$ cat src/rtl/adc_pulse_gen_pkg.sv
// Shared settings and pulse generator defaults.
// package_settings carries the project-wide ADC data width.
package package_settings;
   localparam int unsigned SIZE_ADC_DATA = 12;
endpackage

package pulse_gen_parameters;
   localparam int unsigned RISE_SHIFT_DEF  = 2;
   localparam int unsigned DECAY_SHIFT_DEF = 4;
   localparam int unsigned FRAC_DEF        = 8;
   localparam int unsigned END_LEVEL_DEF   = 1;

   typedef enum logic [1:0] {
      IDLE,
      RISE,
      DECAY
   } pg_state_e;
endpackage

$ cat src/rtl/adc_pulse_gen_if.sv
// Trigger/amplitude request and synthetic ADC sample bundle for adc_pulse_gen.
interface adc_pulse_gen_if;
   import package_settings::*;

   logic                     enable;
   logic                     trigger;
   logic [SIZE_ADC_DATA-1:0] amplitude;
   logic [SIZE_ADC_DATA-1:0] baseline;
   logic [SIZE_ADC_DATA-1:0] output_data;
   logic                     busy;
   logic                     pulse_start;
   logic                     trig_lost;
   logic                     sat;

   modport master (
      output enable, trigger, amplitude, baseline,
      input  output_data, busy, pulse_start, trig_lost, sat
   );

   modport slave (
      input  enable, trigger, amplitude, baseline,
      output output_data, busy, pulse_start, trig_lost, sat
   );
endinterface

$ cat src/rtl/adc_pulse_gen_sat_add.sv
// Unsigned adder that clips to all ones on carry-out.
module sat_add #(
   parameter int unsigned WIDTH = 12
) (
   input  logic [WIDTH-1:0] a,
   input  logic [WIDTH-1:0] b,
   output logic [WIDTH-1:0] sum,
   output logic             sat
);
   logic [WIDTH:0] full;

   always_comb begin
      full = {1'b0, a} + {1'b0, b};
      sat  = full[WIDTH];
      sum  = full[WIDTH] ? '1 : full[WIDTH-1:0];
   end
endmodule

$ cat src/rtl/adc_pulse_gen.sv
// Synthetic ADC pulse: linear rise over 2^RISE_SHIFT samples, then exponential
// decay on a fixed-point accumulator, added to a latched pedestal.
module adc_pulse_gen
   import package_settings::*;
   import pulse_gen_parameters::*;
#(
   parameter int unsigned RISE_SHIFT  = RISE_SHIFT_DEF,
   parameter int unsigned DECAY_SHIFT = DECAY_SHIFT_DEF,
   parameter int unsigned FRAC        = FRAC_DEF,
   parameter int unsigned END_LEVEL   = END_LEVEL_DEF
) (
   input  logic            clk,
   input  logic            reset,
   adc_pulse_gen_if.slave  pg
);
   localparam int unsigned ACC_W    = SIZE_ADC_DATA + FRAC;
   localparam int unsigned CNT_W    = RISE_SHIFT + 1;
   localparam int unsigned RISE_LEN = 2 ** RISE_SHIFT;

   pg_state_e                state_q, state_d;
   logic [ACC_W-1:0]         acc_q, acc_d, step_q, step_d;
   logic [ACC_W-1:0]         acc_dec, step_new;
   logic [CNT_W-1:0]         cnt_q, cnt_d;
   logic [SIZE_ADC_DATA-1:0] base_q, base_d, out_q, out_d, sum;
   logic                     busy_q, busy_d, start_q, start_d;
   logic                     lost_q, lost_d, sat_q, sat_d, sum_sat;
   logic                     accept;

   sat_add #(.WIDTH(SIZE_ADC_DATA)) u_sat_add (
      .a   (base_q),
      .b   (acc_q[ACC_W-1:FRAC]),
      .sum (sum),
      .sat (sum_sat)
   );

   always_comb begin
      state_d  = state_q;
      acc_d    = acc_q;
      step_d   = step_q;
      cnt_d    = cnt_q;
      base_d   = base_q;
      acc_dec  = acc_q - (acc_q >> DECAY_SHIFT);
      step_new = (ACC_W'(pg.amplitude) << FRAC) >> RISE_SHIFT;
      accept   = (state_q == IDLE) && pg.trigger && pg.enable && (pg.amplitude != '0);
      start_d  = accept;
      lost_d   = pg.trigger && (state_q != IDLE);
      out_d    = sum;
      sat_d    = sum_sat;

      case (state_q)
         IDLE: begin
            acc_d  = '0;
            cnt_d  = '0;
            base_d = pg.baseline;
            if (accept) begin
               step_d  = step_new;
               acc_d   = step_new;
               cnt_d   = CNT_W'(1);
               state_d = (RISE_LEN == 1) ? DECAY : RISE;
            end
         end
         RISE: begin
            acc_d = acc_q + step_q;
            cnt_d = cnt_q + CNT_W'(1);
            if (cnt_q == CNT_W'(RISE_LEN - 1)) state_d = DECAY;
         end
         DECAY: begin
            // End test uses the decayed value, so DECAY_SHIFT=0 leaves after one cycle.
            if ((acc_dec >> FRAC) < ACC_W'(END_LEVEL)) begin
               state_d = IDLE;
               acc_d   = '0;
            end else begin
               acc_d   = acc_dec;
            end
         end
         default: state_d = IDLE;
      endcase

      busy_d = (state_d != IDLE);
   end

   always_ff @(posedge clk) begin
      if (!reset) begin
         state_q <= IDLE;
         acc_q   <= '0;
         step_q  <= '0;
         cnt_q   <= '0;
         base_q  <= '0;
         out_q   <= '0;
         busy_q  <= 1'b0;
         start_q <= 1'b0;
         lost_q  <= 1'b0;
         sat_q   <= 1'b0;
      end else begin
         state_q <= state_d;
         acc_q   <= acc_d;
         step_q  <= step_d;
         cnt_q   <= cnt_d;
         base_q  <= base_d;
         out_q   <= out_d;
         busy_q  <= busy_d;
         start_q <= start_d;
         lost_q  <= lost_d;
         sat_q   <= sat_d;
      end
   end

   assign pg.output_data = out_q;
   assign pg.busy        = busy_q;
   assign pg.pulse_start = start_q;
   assign pg.trig_lost   = lost_q;
   assign pg.sat         = sat_q;
endmodule
$ cat src/flat_wrapper.sv
// flat-port wrapper written by rule: the top's interface ports become plain ports
module adc_pulse_gen_flat import package_settings::*; import pulse_gen_parameters::*;
#(
   parameter int unsigned RISE_SHIFT  = RISE_SHIFT_DEF,
   parameter int unsigned DECAY_SHIFT = DECAY_SHIFT_DEF,
   parameter int unsigned FRAC        = FRAC_DEF,
   parameter int unsigned END_LEVEL   = END_LEVEL_DEF
)
  (clk, reset, pg_enable, pg_trigger, pg_amplitude, pg_baseline, pg_output_data, pg_busy, pg_pulse_start, pg_trig_lost, pg_sat);
  adc_pulse_gen_if pg_i ();
  input  logic clk;
  input  logic reset;
  input wire logic [$bits(pg_i.enable)-1:0] pg_enable;
  input wire logic [$bits(pg_i.trigger)-1:0] pg_trigger;
  input wire logic [$bits(pg_i.amplitude)-1:0] pg_amplitude;
  input wire logic [$bits(pg_i.baseline)-1:0] pg_baseline;
  output wire logic [$bits(pg_i.output_data)-1:0] pg_output_data;
  output wire logic [$bits(pg_i.busy)-1:0] pg_busy;
  output wire logic [$bits(pg_i.pulse_start)-1:0] pg_pulse_start;
  output wire logic [$bits(pg_i.trig_lost)-1:0] pg_trig_lost;
  output wire logic [$bits(pg_i.sat)-1:0] pg_sat;
  assign pg_i.enable = pg_enable;
  assign pg_i.trigger = pg_trigger;
  assign pg_i.amplitude = pg_amplitude;
  assign pg_i.baseline = pg_baseline;
  assign pg_output_data = pg_i.output_data;
  assign pg_busy = pg_i.busy;
  assign pg_pulse_start = pg_i.pulse_start;
  assign pg_trig_lost = pg_i.trig_lost;
  assign pg_sat = pg_i.sat;
  adc_pulse_gen #(.RISE_SHIFT(RISE_SHIFT), .DECAY_SHIFT(DECAY_SHIFT), .FRAC(FRAC), .END_LEVEL(END_LEVEL)) u_core (.clk(clk), .reset(reset), .pg(pg_i));
endmodule
$ cat config.mk
export PLATFORM = sky130hd
export DESIGN_NAME = adc_pulse_gen_flat
export DESIGN_NICKNAME = d
export VERILOG_FILES = /design/src/rtl/adc_pulse_gen_pkg.sv /design/src/rtl/adc_pulse_gen_if.sv /design/src/rtl/adc_pulse_gen_sat_add.sv /design/src/rtl/adc_pulse_gen.sv /design/src/flat_wrapper.sv
export SDC_FILE = /design/constraint.sdc
export NUM_CORES = 1
export LEC_CHECK = 0
export CAP_MARGIN = 20
export CORE_ASPECT_RATIO = 0.8
export CORE_UTILIZATION = 55
export DETAILED_ROUTE_END_ITERATION = 8
export GPL_TIMING_DRIVEN = 0
export PLACE_DENSITY = 0.88
export SLEW_MARGIN = 0
export SYNTH_ARGS = -nofsm -noshare
export SYNTH_HDL_FRONTEND = slang
export SYNTH_SLANG_ARGS = --single-unit
$ cat constraint.sdc
create_clock -name clk -period 3.2 [get_ports clk]
set_input_delay 0.96 -clock clk [delete_from_list [all_inputs] [get_ports clk]]
set_output_delay 0.96 -clock clk [all_outputs]
set_load 0.01 [all_outputs]
[Word level (Yosys, flattened, before mapping)]
Cells that the tools add are included.
Cells by class
  add/sub/neg operators: 4
  multiply operators: 0
  div/mod/pow operators: 0
  order comparisons: 1
  eq/ne operators: 3
  shifts and indexed selects: 0
  multiplexer cells: 10
  bitwise gates (word level): 0
  reduce and logical (&&, ||, !) cells: 11
Operators with widths (count)
  20-bit case mux with 3 select lines: 1
  20-bit by 18-bit adder with 20-bit output: 1
  20-bit 2-to-1 mux: 1
  20-bit by 16-bit subtractor with 20-bit output: 1
  18-bit 2-to-1 mux: 1
  12-bit by 12-bit adder with 13-bit output: 1
  12-bit by 1-bit < comparator with 1-bit output, second input constant: 1
  12-bit 2-to-1 mux: 1
  12-bit nonzero test: 1
  2-bit 2-to-1 mux: 3
  2-bit case mux with 3 select lines: 1
  3-bit case mux with 2 select lines: 1
  2-bit nonzero test: 3
  1-bit logical AND: 4
  3-bit by 1-bit adder with 3-bit output, second input constant: 1
  3-bit by 2-bit equality test with 1-bit output, second input constant: 1
  3-bit nonzero test: 1
  2-bit by 1-bit equality test with 1-bit output, second input constant: 1
  2-bit equality test, second input constant: 1
  2-bit logical NOT: 1
  2-bit AND reduction: 1
  1-bit 2-to-1 mux: 1
Word-level totals
  register bits after elaboration: 65
  bits in latches: 0
  bits in writable memories: 0
  ROM bits: 0
  input bits: 28
  output and inout bits: 16
  word-level logic and storage cells: 39
  memories: 0

[Longest topological paths before layout]
  word-level depth: 7
  mapped depth: 13
  depth with buffers taken out: 11

[By module]
A second synthesis with hierarchy kept.
Second synthesis, totals
  cells, all modules: 591
  area, all modules: 4875.9 um^2
By module, submodules not included
  adc_pulse_gen: instances 1, cells an instance 503, area an instance 4182.8 um^2, seq. area each 1301.2 um^2
  sat_add: instances 1, cells an instance 88, area an instance 693.2 um^2, seq. area each 0.0 um^2

[Least setup slack after synthesis]
OpenSTA, ideal clock, no wires.
  kind: register to register
  start: reg u_core.acc_q[18]
  end: reg u_core.acc_q[6]
  setup time: 0.134 ns
  arrival time: 2.727 ns
  data required time: 3.066 ns
  setup slack: 0.339 ns
  cell stages (with the launch flop): 14
  path buffers: 3
  clock period less this slack: 2.861 ns
  path through: dfxtp_1 -> clkbuf_1 -> inv_1 -> ha_1 -> buf_2 -> a21o_1 -> and2_1 -> nor3_2 -> o22a_1 -> o211ai_1 -> or4b_1 -> nor4_2 -> buf_4 -> o22ai_1
Between the ends
  word-level cells in the longest chain between the ends: 4
RTL lines
  start, declared: line adc_pulse_gen.sv:21  | logic [ACC_W-1:0] acc_q, acc_d, step_q, step_d;
  start signal, assigned: line adc_pulse_gen.sv:85  | acc_q <= '0;
  start signal, assigned: line adc_pulse_gen.sv:96  | acc_q <= acc_d;
  20-bit by 16-bit subtractor with 20-bit output: line adc_pulse_gen.sv:42  | acc_dec = acc_q - (acc_q >> DECAY_SHIFT);
  12-bit by 1-bit < comparator with 1-bit output: line adc_pulse_gen.sv:69  | if ((acc_dec >> FRAC) < ACC_W'(END_LEVEL)) begin
  20-bit 2-to-1 mux: line adc_pulse_gen.sv:69
  20-bit case mux with 3 select lines: line adc_pulse_gen.sv:50  | case (state_q)
No other way between the ends.
A chain may end at the register's enable or synchronous reset.

[Final worst setup path]
  start: reg u_core.acc_q[17]
  end: reg u_core.acc_q[7]
Same word-level chain as after synthesis.

==> key figures <==
Outcome
  • Outcome: finished, violations left
  • Failing checks: negative setup slack

Cells and area
  • Share of layout cells above drive strength 1: 10.7%
  • Final core occ: 70.3%
  • Nets@finish: 727
  • Area growth syn-to-layout: 21.6%
  • N_diodes: 0

Power
  • Pwr/cell area: 409 nW/µm²
  • P_sw: 776 µW
  • VDD IR-drop max: 0.270 mV
  • Int Pwr: 1540 µW
  • Leakage power: 0.00234 µW
  • Switching Fraction: 33.5%
  • Clock network fraction of total power: 31.3%
  • Combinational cell fraction of total power: 30.5%
  • Reg power frac: 38.2%

Synth
  • Async SR Flop Fraction: 0%
  • Library cells used by synthesis: 70
  • Most frequent cells after synthesis: dfxtp_1, nand2_1, a21oi_1
  • #FFs+latches synth: 65
  • Ys Warns: 0
  • Most common cell in the netlist: dfxtp_1
  • Post-synth top flop: dfxtp_1
  • Synthesized instance count: 588
  • Post-synth top area share: 27.9%
  • Synthesized cell area: 4660 µm²
  • Syn_area_per_cell: 7.93 µm²
  • Seq/Total Area, Yosys: 27.9%
  • Syn nets: 665
  • Top cell type by total area after synthesis: dfxtp_1
  • EDFF count, synth: 0
  • Synth area leaders: dfxtp_1, ha_1, a21oi_1, nand2_1, nor2_1

Timing
  • Worst-margin pin slew: 0.798 ns
  • Final worst setup slack: -0.0223 ns
  • Rel. slew slack: 46.8%
  • Clock skew: 0.00674 ns
  • Final Setup Violations: 7
  • Fin crit share: 101%
  • Final slew viol count: 0
  • Hold Vio Cnt, Final: 0
  • Period minus WS final: 3.22 ns
  • FMAX: 310 MHz
  • Fin Setup TNS: -0.102 ns

Global routing
  • First-pass GRT wire length: 21.8 mm
  • Grt total ovfl: 0
  • Largest net degree at the start of global routing: 13
  • Vias in the first global route: 4558
  • Gr usage total: 30.9%
  • Antenna violations before repair: 0

Clock tree
  • Clock edge transition at the registers on the reported setup and hold paths: 0.08 ns
  • CTS Buf Count: 9
  • Htree depth: 3
  • Clk sink count: 65
  • Worst-skew pair later-pin latency: 0.35 ns
  • TritonCTS clock tree: yes
  • Root Buffer: clkbuf_8
  • Maximum root-to-sink buffer count: 2

Setup path
  • Crit end category: flop
  • Cell Chain, Critical Path: inv_1 > ha_1 > buf_4 > and3_4 > o2111a_1 > o2111ai_1 > o2111ai_1 > o211ai_1 > or4b_4 > nor4_4 > buf_4 > buf_4 > o31ai_1
  • Buf/Inv on CP: 4
  • Worst reg2reg startpoint: u_core.acc_q[17]
  • Worst-case reg-to-reg path depth: 13
  • Kind of critical path: flop to flop
  • Required time of the critical path: 3.44 ns
  • R2R setup slack: -0.02 ns
  • CP startpoint kind: flop
  • CP max stage cell: or4b_4
  • CP max FO: 9
  • CP delay by family, top: simple AND/OR/NAND/NOR gates
  • CP peak stage delay: 0.56 ns
  • Crit path arrival time: 3.46 ns
  • RR Endpoint: u_core.acc_q[7]
  • Most used cell, CP: buf_4

Floorplan
  • Num rows: 29
  • Core area: 8060 µm²
  • Die area: 8850 µm²
  • DIE HEIGHT: 84.3 µm
  • Num ports: 44
  • Die width: 105 µm
  • Starting density of the core: 57.9%

Detailed routing
  • DRT Pass-1 Iters: 6
  • Via count: 4932
  • Initial DRC count: 501
  • # DRC: 0
  • Via-to-Cell Ratio: 6.46
  • ANT nets after route: 0
  • Average wire per standard cell: 18.3 µm
  • Routed wire length: 14.0 mm

Min path
  • Hold path cells: 2
  • Hold path startpoint: u_core.acc_q[0]
  • Worst hold path type: flop to flop
  • Hold endpoint: u_core.acc_q[0]

Job
  • Max-Cap Viols: 0

Placement
  • Port bufs: 43
  • Dpl hpwl: 10.2 mm
  • Routability congestion estimate: 0.985
stage by stage:
stage	hold slack [ns]	area [µm²]	power, µW	cells	setup slack [ns]
floorplan	0.425	4660	1310	588	0.339
global placement	0.438	5230	1480	739	-0.360
detailed placement	0.450	5230	1500	739	-0.355
CTS	0.467	5510	2240	757	0.00486
global route	0.483	5670	2400	763	-0.0975
finish	0.468	5670	2320	763	-0.0223
placed cells by master, fill, tap and decap left out, types with 4 or more instances in the layout:
master,count
a211oi_1,10
a21o_1,9
a21oi_1,51
a221oi_1,5
a31oi_1,11
and3_1,4
buf_4,12
clkbuf_1,13
clkbuf_8,10
clkdlybuf4s50_1,43
clkinvlp_4,4
dfxtp_1,52
dfxtp_2,8
dfxtp_4,5
ha_1,43
inv_1,34
mux2i_1,12
nand2_1,56
nand3_1,14
nor2_1,50
nor2b_1,5
nor3_1,12
nor4_1,4
o2111ai_1,4
o211ai_1,6
o21a_1,21
o21ai_0,34
o21ai_1,5
or3_1,4
xnor2_1,17
xor2_1,8
tightest hold or removal path, cell delays in order (launching register included):
cell and delay, ns:
dfxtp_1 0.33, nand2_1 0.05, o21ai_0 0.06
logic make-up after synthesis:
kind of cell / Yosys count / share of synthesized area (%)
adders and majority gates: 49 / 13.6
DFF: 65 / 27.9
and+or+nand+nor: 172 / 17.2
AOI/OAI and AO/OA: 201 / 28.4
muxes: 12 / 2.58
buffers and inverters: 64 / 5.56
xor gates and xnor gates: 25 / 4.70
registers in the layout (all words and copies together), names as in the netlist:
register               count
u_core.pg.busy             1
u_core.pg.pulse_start      1
u_core.base_q             12
u_core.step_q             12
u_core.cnt_q               3
u_core.pg.output_data     12
u_core.acc_q              20
u_core.state_q             2
u_core.pg.sat              1
u_core.pg.trig_lost        1
per-layer routing:
metal,up-vias,share of wire (%),track usage [%]
li1,2277,-,-
met1,2305,42,40.2
met2,293,45,49.9
met3,57,10,6.60
met4,0,3.0,12.8
met5,-,0,0
cell type report:
type	instances	area, µm²
inverters	38	146
plain buffers	24	119
fillers	631	2390
well taps	108	135
flip-flops and latches	65	1330
clock inverters	6	66.3
repair buffers	53	505
multi-input cells	459	3230
clock buffers	10	138
how the worst max path moves through the flow:
stage	cells after the start	to	from
2_1_floorplan	13	u_core.acc_q[6]	u_core.acc_q[18]
3_3_place_gp	12	u_core.acc_q[6]	u_core.acc_q[9]
3_5_place_dp	12	u_core.acc_q[6]	u_core.acc_q[16]
4_1_cts	12	u_core.acc_q[1]	u_core.acc_q[6]
5_1_grt	13	u_core.acc_q[5]	u_core.acc_q[18]
6_report	13	u_core.acc_q[7]	u_core.acc_q[17]
power by group through the flow:
| stage | Clock (µW) | Sequential [µW] | Combinational (µW) |
|---|---|---|---|
| floorplan | 0 | 896 | 417 |
| global placement | 0 | 899 | 581 |
| detailed placement | 0 | 901 | 599 |
| CTS | 724 | 882 | 632 |
| global route | 763 | 887 | 754 |
| finish | 725 | 884 | 706 |
timing repair:
action	CTS	global route
hold buffers	0	0
hold endpoints to repair	0	0
gates resized for setup	17	36
gates cloned	1	0
pin swaps	3	8
setup endpoints to repair	21	21
setup buffers	3	6
No activity file was read; power rests on OpenSTA's default activity.
